===== config.mk =====
export PLATFORM = sky130hd
export DESIGN_NAME = f2i_arbiter
export DESIGN_NICKNAME = d
export VERILOG_FILES = /design/src/rtl/f2i_pkg.sv /design/src/rtl/f2i_core.sv /design/src/rtl/f2i_arbiter.sv
export SDC_FILE = /design/constraint.sdc
export NUM_CORES = 1
export LEC_CHECK = 0
export CAP_MARGIN = 10
export CORE_MARGIN = 3
export CORE_UTILIZATION = 30
export DETAILED_ROUTE_END_ITERATION = 10
export SLEW_MARGIN = 10
export SYNTH_ARGS = -nofsm -noshare
export SYNTH_HDL_FRONTEND = slang
export SYNTH_SLANG_ARGS = --single-unit

===== constraint.sdc =====
create_clock -name clk -period 9.8 [get_ports clk]
set_input_delay 1.47 -clock clk [delete_from_list [all_inputs] [get_ports clk]]
set_output_delay 1.47 -clock clk [all_outputs]
set_load 0.005 [all_outputs]

===== src/rtl/f2i_pkg.sv =====
// f2i_pkg: constants, result record and helper function shared by the
// float-to-int arbiter and its conversion pipeline.
//   F2I_BIAS / F2I_MANT_W / F2I_EXP_W : IEEE-754 single field constants
//   F2I_EXP_ZSH : exponent at which {1,m} needs no shift (bias + mantissa width)
//   F2I_EXP_OOR : first exponent whose magnitude no longer fits in 31 bits
//   f2i_result_t : one converted result (data, requester id, overflow flag)
package f2i_pkg;

  localparam int F2I_MANT_W = 23;
  localparam int F2I_EXP_W  = 8;
  localparam int F2I_ID_W   = 8;  // widest requester index a result record can carry

  localparam logic [F2I_EXP_W-1:0] F2I_BIAS    = 8'd127;
  localparam logic [F2I_EXP_W-1:0] F2I_EXP_ZSH = 8'd150;
  localparam logic [F2I_EXP_W-1:0] F2I_EXP_OOR = 8'd158;
  localparam logic [F2I_EXP_W-1:0] F2I_EXP_MAX = 8'd255;

  localparam logic [31:0] F2I_POS_SAT = 32'h7FFF_FFFF;
  localparam logic [31:0] F2I_NEG_SAT = 32'h8000_0000;

  typedef struct packed {
    logic [31:0]         data;
    logic [F2I_ID_W-1:0] id;
    logic                ovf;
  } f2i_result_t;

  // Two's-complement negate of a magnitude when the sign is set.
  function automatic logic [31:0] f2i_apply_sign(input logic neg, input logic [31:0] mag);
    return neg ? (~mag + 32'd1) : mag;
  endfunction

endpackage


===== src/rtl/f2i_core.sv =====
// f2i_core: two-stage float-to-int pipeline, no stall, id carried alongside.
//   Stage 1 registers the sign, {1,m}, id and the decoded exponent
//   (below-one flag, shift direction, shift amount).
//   Stage 2 registers the shifted, signed 32-bit result and the ovf flag.
// Ports: clk, rst (sync, active high), i_valid/i_data/i_id in,
//        o_valid/o_res out (o_res is an f2i_result_t).
// Optional build macro F2I_SAT_EN: saturate out-of-range/Inf/NaN inputs and
// raise ovf; without it the wrapped shift result is passed and ovf is 0.
module f2i_core
  import f2i_pkg::*;
#(
  parameter int ID_W = 2
) (
  input  logic            clk,
  input  logic            rst,
  input  logic            i_valid,
  input  logic [31:0]     i_data,
  input  logic [ID_W-1:0] i_id,
  output logic            o_valid,
  output f2i_result_t     o_res
);

  logic [F2I_EXP_W-1:0] w_exp;
  logic                 w_small;
  logic                 w_left;
  logic [F2I_EXP_W-1:0] w_shamt;

  logic                 r_s1_valid;
  logic                 r_s1_sign;
  logic [23:0]          r_s1_mant;
  logic                 r_s1_small;
  logic                 r_s1_left;
  logic [F2I_EXP_W-1:0] r_s1_shamt;
  logic [ID_W-1:0]      r_s1_id;

  logic [31:0]          w_mag;
  logic [31:0]          w_signed;
  logic [31:0]          w_res;
  logic                 w_ovf;

  logic                 r_s2_valid;
  logic [31:0]          r_s2_data;
  logic                 r_s2_ovf;
  logic [ID_W-1:0]      r_s2_id;

  assign w_exp   = i_data[30:23];
  assign w_small = (w_exp < F2I_BIAS);
  assign w_left  = (w_exp > F2I_EXP_ZSH);
  // Shift distance from the no-shift exponent, in whichever direction applies.
  assign w_shamt = w_left ? (w_exp - F2I_EXP_ZSH) : (F2I_EXP_ZSH - w_exp);

`ifdef F2I_SAT_EN
  logic w_oor;
  logic w_nan;
  logic r_s1_oor;
  logic r_s1_nan;

  // -2^31 (sign set, e=158, m=0) is the only e>=158 value that still fits.
  assign w_oor = (w_exp >= F2I_EXP_OOR) &&
                 !(i_data[31] && (w_exp == F2I_EXP_OOR) && (i_data[22:0] == 23'd0));
  assign w_nan = (w_exp == F2I_EXP_MAX) && (i_data[22:0] != 23'd0);

  // Stage-1 range flags for the saturation path.
  always_ff @(posedge clk) begin
    if (rst) begin
      r_s1_oor <= 1'b0;
      r_s1_nan <= 1'b0;
    end else begin
      r_s1_oor <= w_oor;
      r_s1_nan <= w_nan;
    end
  end
`endif

  // Stage 1: capture operand, id and decoded exponent.
  always_ff @(posedge clk) begin
    if (rst) begin
      r_s1_valid <= 1'b0;
      r_s1_sign  <= 1'b0;
      r_s1_mant  <= 24'd0;
      r_s1_small <= 1'b0;
      r_s1_left  <= 1'b0;
      r_s1_shamt <= 8'd0;
      r_s1_id    <= {ID_W{1'b0}};
    end else begin
      r_s1_valid <= i_valid;
      r_s1_sign  <= i_data[31];
      r_s1_mant  <= {1'b1, i_data[22:0]};
      r_s1_small <= w_small;
      r_s1_left  <= w_left;
      r_s1_shamt <= w_shamt;
      r_s1_id    <= i_id;
    end
  end

  // Magnitude: zero below 1.0, otherwise {1,m} shifted; left shifts of 32+ drop to zero.
  always_comb begin
    w_mag = 32'd0;
    if (r_s1_small) begin
      w_mag = 32'd0;
    end else if (r_s1_left) begin
      w_mag = {8'd0, r_s1_mant} << r_s1_shamt;
    end else begin
      w_mag = {8'd0, r_s1_mant} >> r_s1_shamt;
    end
  end

  assign w_signed = f2i_apply_sign(r_s1_sign, w_mag);

  // Final value and overflow flag.
  always_comb begin
    w_res = w_signed;
    w_ovf = 1'b0;
`ifdef F2I_SAT_EN
    if (r_s1_oor) begin
      w_res = (r_s1_nan || !r_s1_sign) ? F2I_POS_SAT : F2I_NEG_SAT;
      w_ovf = 1'b1;
    end else begin
      w_res = w_signed;
      w_ovf = 1'b0;
    end
`endif
  end

  // Stage 2: converted result.
  always_ff @(posedge clk) begin
    if (rst) begin
      r_s2_valid <= 1'b0;
      r_s2_data  <= 32'd0;
      r_s2_ovf   <= 1'b0;
      r_s2_id    <= {ID_W{1'b0}};
    end else begin
      r_s2_valid <= r_s1_valid;
      r_s2_data  <= w_res;
      r_s2_ovf   <= w_ovf;
      r_s2_id    <= r_s1_id;
    end
  end

  assign o_valid = r_s2_valid;
  assign o_res   = '{data: r_s2_data, id: F2I_ID_W'(r_s2_id), ovf: r_s2_ovf};

endmodule


===== src/rtl/f2i_arbiter.sv =====
// f2i_arbiter: round-robin sharing of one f2i_core among NUM_REQ requesters,
// with a credit counter guarding a DEPTH-entry result FIFO.
// Ports:
//   clk, rst              single clock, synchronous active-high reset
//   req_valid/req_data    per-requester float (lane i = bits [32i+31:32i])
//   req_ready             one-hot (or zero) accept, combinational, 0 during rst
//   res_valid/res_ready   shared result handshake
//   res_data/res_id/res_ovf  integer result, requester index, overflow flag
// Optional build macro F2I_SAT_EN (see f2i_core) selects saturating results.
module f2i_arbiter
  import f2i_pkg::*;
#(
  parameter int NUM_REQ = 4,
  parameter int DEPTH   = 4,
  localparam int ID_W   = $clog2(NUM_REQ)
) (
  input  logic                  clk,
  input  logic                  rst,
  input  logic [NUM_REQ-1:0]    req_valid,
  input  logic [NUM_REQ*32-1:0] req_data,
  output logic [NUM_REQ-1:0]    req_ready,
  output logic                  res_valid,
  input  logic                  res_ready,
  output logic [31:0]           res_data,
  output logic [ID_W-1:0]       res_id,
  output logic                  res_ovf
);

  localparam int PTR_W = $clog2(DEPTH);
  localparam int CNT_W = PTR_W + 1;
  localparam logic [CNT_W-1:0] DEPTH_CNT = CNT_W'(DEPTH);
  localparam logic [ID_W-1:0]  LAST_ID   = ID_W'(NUM_REQ - 1);

  logic [ID_W-1:0]  r_ptr;
  logic [CNT_W-1:0] r_used;     // accepted and not yet popped: pipeline + FIFO
  logic [CNT_W-1:0] r_count;    // FIFO occupancy
  logic [PTR_W-1:0] r_wr_ptr;
  logic [PTR_W-1:0] r_rd_ptr;
  f2i_result_t      r_mem [DEPTH];

  logic [ID_W-1:0]  w_idx;
  logic             w_hit;
  logic             w_found;
  logic [ID_W-1:0]  w_gnt_idx;
  logic             w_issue_ok;
  logic             w_accept;
  logic [31:0]      w_sel_data;
  logic             w_pop;
  logic             w_core_valid;
  f2i_result_t      w_core_res;

  // Credit > 0 exactly when fewer than DEPTH results are outstanding.
  assign w_issue_ok = (r_used < DEPTH_CNT);

  // First valid requester at or after the round-robin pointer.
  always_comb begin
    w_idx     = {ID_W{1'b0}};
    w_hit     = 1'b0;
    w_found   = 1'b0;
    w_gnt_idx = {ID_W{1'b0}};
    for (int k = 0; k < NUM_REQ; k++) begin
      w_idx     = ID_W'((int'(r_ptr) + k) % NUM_REQ);
      w_hit     = !w_found && req_valid[w_idx];
      w_gnt_idx = w_hit ? w_idx : w_gnt_idx;
      w_found   = w_found | w_hit;
    end
  end

  assign w_accept = w_found && w_issue_ok && !rst;

  // One-hot ready and the matching data lane.
  always_comb begin
    req_ready  = {NUM_REQ{1'b0}};
    w_sel_data = 32'd0;
    for (int k = 0; k < NUM_REQ; k++) begin
      req_ready[k] = w_accept && (w_gnt_idx == ID_W'(k));
      w_sel_data   = (w_gnt_idx == ID_W'(k)) ? req_data[32*k +: 32] : w_sel_data;
    end
  end

  // Round-robin pointer: moves past the granted requester only on a transfer.
  always_ff @(posedge clk) begin
    if (rst) begin
      r_ptr <= {ID_W{1'b0}};
    end else if (w_accept) begin
      r_ptr <= (w_gnt_idx == LAST_ID) ? {ID_W{1'b0}} : (w_gnt_idx + ID_W'(1));
    end else begin
      r_ptr <= r_ptr;
    end
  end

  f2i_core #(
    .ID_W(ID_W)
  ) u_core (
    .clk    (clk),
    .rst    (rst),
    .i_valid(w_accept),
    .i_data (w_sel_data),
    .i_id   (w_gnt_idx),
    .o_valid(w_core_valid),
    .o_res  (w_core_res)
  );

  // Outstanding-result counter backing the credit check.
  always_ff @(posedge clk) begin
    if (rst) begin
      r_used <= {CNT_W{1'b0}};
    end else begin
      case ({w_accept, w_pop})
        2'b10:   r_used <= r_used + CNT_W'(1);
        2'b01:   r_used <= r_used - CNT_W'(1);
        default: r_used <= r_used;
      endcase
    end
  end

  // FIFO storage; credits guarantee a free slot for every push.
  always_ff @(posedge clk) begin
    if (w_core_valid) begin
      r_mem[r_wr_ptr] <= w_core_res;
    end
  end

  // FIFO pointers and occupancy; push and pop in one cycle leave the count unchanged.
  always_ff @(posedge clk) begin
    if (rst) begin
      r_wr_ptr <= {PTR_W{1'b0}};
      r_rd_ptr <= {PTR_W{1'b0}};
      r_count  <= {CNT_W{1'b0}};
    end else begin
      r_wr_ptr <= w_core_valid ? (r_wr_ptr + PTR_W'(1)) : r_wr_ptr;
      r_rd_ptr <= w_pop ? (r_rd_ptr + PTR_W'(1)) : r_rd_ptr;
      case ({w_core_valid, w_pop})
        2'b10:   r_count <= r_count + CNT_W'(1);
        2'b01:   r_count <= r_count - CNT_W'(1);
        default: r_count <= r_count;
      endcase
    end
  end

  // Result channel shows the FIFO head; fields read as zero while empty.
  always_comb begin
    res_valid = 1'b0;
    res_data  = 32'd0;
    res_id    = {ID_W{1'b0}};
    res_ovf   = 1'b0;
    if (r_count != {CNT_W{1'b0}}) begin
      res_valid = 1'b1;
      res_data  = r_mem[r_rd_ptr].data;
      res_id    = ID_W'(r_mem[r_rd_ptr].id);
      res_ovf   = r_mem[r_rd_ptr].ovf;
    end else begin
      res_valid = 1'b0;
      res_data  = 32'd0;
      res_id    = {ID_W{1'b0}};
      res_ovf   = 1'b0;
    end
  end

  assign w_pop = res_valid && res_ready;

endmodule


==> reports/qor.yml, run 1 <==
status: "finished, final reports clean"
finalHoldViolCount: 0
grt_pass1_wl_mm: 60.08
setup-tns-final_ns: 0
rsz0062_at_grt: "no"
finalPower_mw: 5.068
cts.path.max_buffers: 3
synthFlopType: "edfxtp_1"
syn-num-nets: 1370
drt-vias-per-instance: 5.443
ir_drop_uv: 138.7
regToRegSetupSlack_ns: 4.64
layout_min_cycle_time_ns: 6.326
routedWlPerCell_microns: 20.07
period_share: 0.6455
grt_max_degree: 74
hpwl_mm: 28.08
report.final.slew_viol_count: 0
arrival_ns: 6.71
vias: 10533
ant_nets: 0
synth_mux_area_frac: 0.1250
crit_chain: "clkdlybuf4s50_1, inv_1, nor2_1, a21oi_1, o221ai_1, inv_1, ha_1, buf_4, nor2b_2, a221oi_1, o31a_1, ha_1, a221oi_1, o21ai_0, a21oi_1, o211ai_1, o21ai_0, xor2_1, nor2_1"
antenna_found_initial: 0
crit_type: "primary input to flip-flop"
rows: 75
grt_pass1_vias: 10376
final_nets: 1494
drive_above_1_share: 0.1163
postLayoutCellArea_sq_um: 15890
crit_cells: 19
worst_pin_slew_ns: 1.189
synth_fa_ha_area_frac: 0.01854
cpMaxStageDelayCell: "nor2b_2"
synthSimpleGateAreaFrac: 0.1339
holdCritPathClass: "flip-flop to flip-flop"
synth.yosys.seq_area_share: 0.4497
initialDrtViolationCount: 818
drt_wl_total_mm: 38.84
synth_top_family_by_area: "compound AO/OA/AOI/OAI gates"
reg2reg_depth: 17
core_sq_um: 42320
track_usage: 0.1665
fmax_ghz: 0.1581
fin_skew_ns: 0.009304
holdBufCountCts: 0
leakage_nw: 5.318
max_stage_delay_ns: 0.95
io_pins: 175
r2r_end: "u_core.r_s1_shamt[6]"
synth_xor_xnor_area_share: 0.02096
cts_tree: "built"
synth_cells: 1217
place.gp.congestion: 0.9515
h-tree-depth: 1
portBuffers: 173
first_pass_iters: 5
cap_violations: 0
numCtsBuffers: 24
clk_latency_ns: 0.51
syn2layout_area_growth_pct: 22.68
cp_max_fo: 37
synth.distinct_cells: 95
setup_viol: 0
synth_edf_count: 136
required_ns: 10.18
cpLargestDelayFamily: "compound AO/OA/AOI/OAI gates"
grt_overflow_total: 0
num_antenna_cells: 0
cp-endpoint: "u_core.r_s1_shamt[6]"
fin_util: 0.3755
ys_ff_latch: 223
synth_area_sq_um: 12950
die_w_microns: 213.8
clkSlewWorstSetupHoldPaths_ns: 0.06
drc_errors: 0
endpoint_kind: "flip-flop"
clock-sinks: 223
cp-start-kind: "primary input"
place_area_sq_um: 15090
postCtsSetupBuffers: 0
die_h_microns: 213.8
postCtsResizedCells: 0
start_util: 0.3061
r2r_start: "r_ptr[0]"
slew_headroom: 0.2020
synthArstFlopShare: 0
synth-compound-area-share: 0.2028
design.die.area_sq_um: 45710
power.density_nw_per_um2: 318.9
cp-startpoint: "req_valid[0]"
root_buffer: "clkbuf_16"
yosys_warnings: 0
crit_buf_inv: 4
syn_avg_cell_area_sq_um: 10.64
-- routing by layer --
| layer | vias to the layer above | routed length [microns] | global-route usage | part of all wire |
|---|---|---|---|---|
| li1 | 4932 | - | - | - |
| met1 | 5088 | 16620 | 0.2222 | 0.43 |
| met2 | 440 | 18510 | 0.2812 | 0.48 |
| met3 | 73 | 2554 | 0.02443 | 0.066 |
| met4 | 0 | 1152 | 0.05082 | 0.030 |
| met5 | - | 0 | 0 | 0 |
-- cells by family after synthesis --
| kind of cell | count (synthesis) |
|---|---|
| AO/OA/AOI/OAI | 359 |
| XOR/XNOR | 31 |
| adder cells (fa/ha/maj) | 18 |
| buffers and inverters | 132 |
| flip-flops | 223 |
| multiplexers | 108 |
| other | 1 |
| AND/OR/NAND/NOR | 345 |
-- stage by stage --
step           setup WS (ns)  hold slack, ns  cells
2_1_floorplan          4.819          0.4138   1217
3_5_place_dp           2.936          0.4311   1892
6_report               3.474          0.4435   1935
3_3_place_gp           3.198          0.4406   1892
5_1_grt                2.924          0.4645   1935
4_1_cts                3.485          0.4463   1935
-- cells in the mapped netlist, drive strengths merged (7+ instances only) --
library cell    n  share of area
inv            29         0.0084
clkbuf         55          0.016
nor3           23          0.011
or3             8         0.0039
nand2          55          0.016
nor3b           7         0.0041
ha             16          0.015
and2           51          0.025
nand3          12         0.0050
xor2           14         0.0095
o41ai           7         0.0079
a21oi          73          0.028
o211ai         10         0.0058
nor2b          11         0.0053
nor2          140          0.041
a211oi          8         0.0050
a22oi          10         0.0058
o21ai          57          0.022
a221oi         17          0.012
mux4           41          0.071
nor4            9         0.0048
o221ai         20          0.014
o22ai          51          0.026
o22a            9         0.0061
edfxtp        136           0.32
buf            46          0.024
dfxtp          87           0.13
o31ai          13         0.0090
mux2            7         0.0064
xnor2          17          0.011
mux2i          60          0.047
a221o          27          0.021
-- flip-flops by register name, indices dropped and copies added (netlist names), 3 cells and up, named ones only --
signal and cells:
r_count 3, r_mem 136, r_used 3, u_core.r_s1_mant 24
u_core.r_s1_shamt 8, u_core.r_s2_data 32
-- worst min-delay path by stage --
stage | startpoint | endpoint | depth (start not counted) | slack [ns]
finish | u_core.r_s1_valid | u_core.o_valid | 1 | 0.44
global route | u_core.r_s1_valid | u_core.o_valid | 1 | 0.46
CTS | u_core.r_s1_valid | u_core.o_valid | 1 | 0.45
detailed placement | u_core.r_s1_valid | u_core.o_valid | 1 | 0.43
global placement | u_core.r_s1_valid | u_core.o_valid | 1 | 0.44
floorplan | u_core.r_s1_valid | u_core.o_valid | 1 | 0.41
-- area by class of cell --
cell class / instances / area, sq um
inverters: 31 / 116.4
multi-input cells: 862 / 6502
fillers: 4139 / 26430
clock buffers: 37 / 733.2
clock inverters: 6 / 68.82
flip-flops and latches: 223 / 5828
repair buffers: 199 / 1922
well taps: 577 / 721.9
-- where the power goes --
group,internal [mW],switching [mW]
Sequential,1.19,0.133
Clock,0.543,0.349
Combinational,1.11,1.74
Total,2.85,2.22
-- layout by cell type, fill, tap and decap left out, types with 8 or more instances in the layout --
cell / n
a221oi_1: 16
o31ai_1: 11
and2_1: 51
o22a_1: 9
o21ai_0: 54
edfxtp_1: 136
xnor2_1: 17
dfxtp_1: 85
nand2_1: 55
inv_1: 28
nor3_1: 19
a221o_1: 27
clkdlybuf4s50_1: 172
a22oi_1: 10
nor2_1: 137
buf_4: 26
nand3_1: 11
a21oi_1: 72
mux2i_1: 59
clkbuf_16: 26
o211ai_1: 10
nor4_1: 8
xor2_1: 14
ha_1: 15
o221ai_1: 20
nor2b_1: 10
mux4_2: 41
o22ai_1: 48
No activity file was read; power rests on OpenSTA's default activity.
==> inputs of run 2 (changes only) <==
Clock period 9.8 ns to 5.8 ns, I/O delays scaled along.
==> run 2 against run 1 <==
Against the previous run: clock-buffer cell count shrank 11; sequential share of layout area shrank 0.18 points; total power rose by 71%; highest routed layer unchanged; critical path depth shrank 1; clock skew is 0.014 ns higher; core utilization up 0.19 points; register-to-register slack lost 3.4 ns; flip-flop and latch count unchanged; clock power rose by 75%.
==> reports/qor.yml, run 2 (synthesis results as in run 1) <==
ir_drop_uv: 225.7  # +63%
grt_pass1_vias: 10554  # +1.7%
postCtsSetupBuffers: 0  # unchanged
regMostFlops: "r_mem"
setup-tns-final_ns: 0  # unchanged
drive_above_1_share: 0.1231  # +0.006729
crit_type: "primary input to flip-flop"
grt_max_degree: 55  # -26%
arrival_ns: 5.20  # -1.51 ns
worst_slack_ns: 0.9943  # -2.480 ns
finalHoldViolCount: 0  # unchanged
regToRegSetupSlack_ns: 1.20  # -3.44 ns
drt-vias-per-instance: 5.420  # -0.43%
cpMaxStageDelayCell: "nor2b_2"
crit_chain: "clkdlybuf4s50_1, inv_1, nor2_1, nor2_1, o22ai_1, ha_1, nor2b_2, a221oi_1, o31a_1, ha_1, a221oi_1, o21ai_0, a21oi_1, buf_4, o211ai_1, o21ai_0, xor2_1, nor2_1"
endpoint_kind: "flip-flop"
die_h_microns: 213.8  # unchanged
portBuffers: 173  # unchanged
leakage_nw: 5.347  # +0.54%
cap_violations: 0  # unchanged
numCtsBuffers: 23  # -4.2%
internal-power_mw: 4.906  # +72%
ant_nets: 0  # unchanged
root_buffer: "clkbuf_16"
drc_errors: 0  # unchanged
cp_max_fo: 29  # -22%
worst_pin_slew_ns: 1.215  # +0.02659 ns
rsz0062_at_grt: "no"
cp-start-kind: "primary input"
reg2reg_depth: 11  # -6
pwr-share-comb: 0.549  # -0.014
required_ns: 6.19  # -3.99 ns
track_usage: 0.1666  # about the same
sw_frac_of_total: 0.4335  # -0.004593
r2r_end: "u_core.r_s2_data[24]"
fmax_ghz: 0.2081
place_area_sq_um: 15150  # +0.40%
pwr-share-seq: 0.270  # +0.009
crit_top_cell: "nor2_1"
h-tree-depth: 1  # unchanged
place.gp.congestion: 0.9876  # +3.8%
setup_viol: 0  # unchanged
mostFrequentLayoutCell: "clkdlybuf4s50_1"
postCtsResizedCells: 0  # unchanged
layout_min_cycle_time_ns: 4.806
hold_end: "u_core.o_valid"
reg_top3: "r_mem: 136 flops, u_core.r_s2_data: 32 flops, u_core.r_s1_mant: 24 flops"
initialDrtViolationCount: 773  # -5.5%
cpLargestDelayFamily: "compound AO/OA/AOI/OAI gates"
clock-sinks: 223  # unchanged
p_clk_frac: 0.181  # +0.005
io_pins: 175  # unchanged
antenna_found_initial: 0  # unchanged
largest_reg_flops: 136  # unchanged
hold_slack_ns: 0.4447  # +0.001178 ns
r2r_start: "u_core.r_s1_shamt[1]"
grt_pass1_wl_mm: 60.65  # +0.95%
holdCritPathClass: "flip-flop to flip-flop"
design.die.area_sq_um: 45710  # unchanged
hpwl_mm: 28.46  # +1.4%
pre_cts_slack_ns: 0.4334  # -2.502 ns
cts.path.max_buffers: 3  # unchanged
routedWlPerCell_microns: 19.78  # -1.4%
status: "finished, final reports clean"
start_util: 0.3061  # unchanged
report.final.slew_viol_count: 0  # unchanged
switchingPower_mw: 3.754  # +69%
core_sq_um: 42320  # unchanged
power.density_nw_per_um2: 542.2  # +70%
postLayoutCellArea_sq_um: 15970  # +0.50%
fin_skew_ns: 0.02347  # +0.01417 ns
period_share: 0.8286
die_w_microns: 213.8  # unchanged
vias: 10526  # -0.066%
slew_headroom: 0.1860  # -0.01603
min_path_cells: 1  # unchanged
first_pass_iters: 5  # unchanged
cts_tree: "built"
rows: 75  # unchanged
mostFrequentLayoutCells: "172 x clkdlybuf4s50_1, 137 x nor2_1, 136 x edfxtp_1"
drt_wl_total_mm: 38.42  # -1.1%
min_from: "u_core.r_s1_valid"
num_antenna_cells: 0  # unchanged
holdBufCountCts: 0  # unchanged
max_stage_delay_ns: 1.00  # +0.05 ns
grt_overflow_total: 0  # unchanged
syn2layout_area_growth_pct: 23.29
clk_latency_ns: 0.52  # about the same
crit_buf_inv: 3  # -1
clkSlewWorstSetupHoldPaths_ns: 0.06  # about the same
final_nets: 1501  # +0.47%
[run 2: changes by cell type in the layout (fill, tap and decap cells not counted), moves of 3 or more]
cell	change
clkinvlp_4	+5
clkbuf_1	-4
buf_4	+8
clkbuf_16	-3
bufinv_16	+4
clkbuf_8	-3
[run 2: power groups by stage]
stage | clock, mW | sequential (mW) | combinational [mW]
after floorplan | 0 | 2.17 | 3.53
after global placement | 0 | 2.36 | 4.70
after detailed placement | 0 | 2.38 | 4.70
after CTS | 1.61 | 2.34 | 4.72
after global routing | 1.67 | 2.40 | 5.19
final | 1.56 | 2.34 | 4.76
[run 2: layout make-up]
cell class	instances	area (sq um)
Clock buffer	26	596.8
Tap cell	577	721.9
Timing Repair Buffer	207	1982
Multi-Input combinational cell	862	6502
Clock inverter	16	224.0
Fill cell	4152	26350
Sequential cell	223	5828
Inverter	31	116.4
[run 2: per-layer routing]
layer	share of wire	global-route usage
met5	0	0
met4	0.033	0.05059
met3	0.071	0.02809
met2	0.47	0.2810
met1	0.43	0.2202
[run 2: metrics by stage]
step | util | std cells | power, mW
2_1_floorplan | - | 1217 | 5.696
3_3_place_gp | 0.3580 | 1900 | 7.060
3_5_place_dp | 0.3580 | 1900 | 7.079
4_1_cts | 0.3774 | 1942 | 8.675
5_1_grt | 0.3774 | 1942 | 9.255
6_report | 0.3774 | 1942 | 8.659
[run 2: how the worst max path moves through the flow]
stage                      endpoint    startpoint  depth (start not counted)  slack [ns]
2_1_floorplan  u_core.r_s1_shamt[5]  req_valid[0]                         19        1.56
3_3_place_gp   u_core.r_s1_shamt[6]  req_valid[1]                         18        0.66
3_5_place_dp   u_core.r_s1_shamt[6]  req_valid[0]                         18        0.43
4_1_cts        u_core.r_s1_shamt[6]  req_valid[0]                         18        0.98
5_1_grt        u_core.r_s1_shamt[4]  req_valid[0]                         18        0.64
6_report       u_core.r_s1_shamt[6]  req_valid[0]                         18        0.99
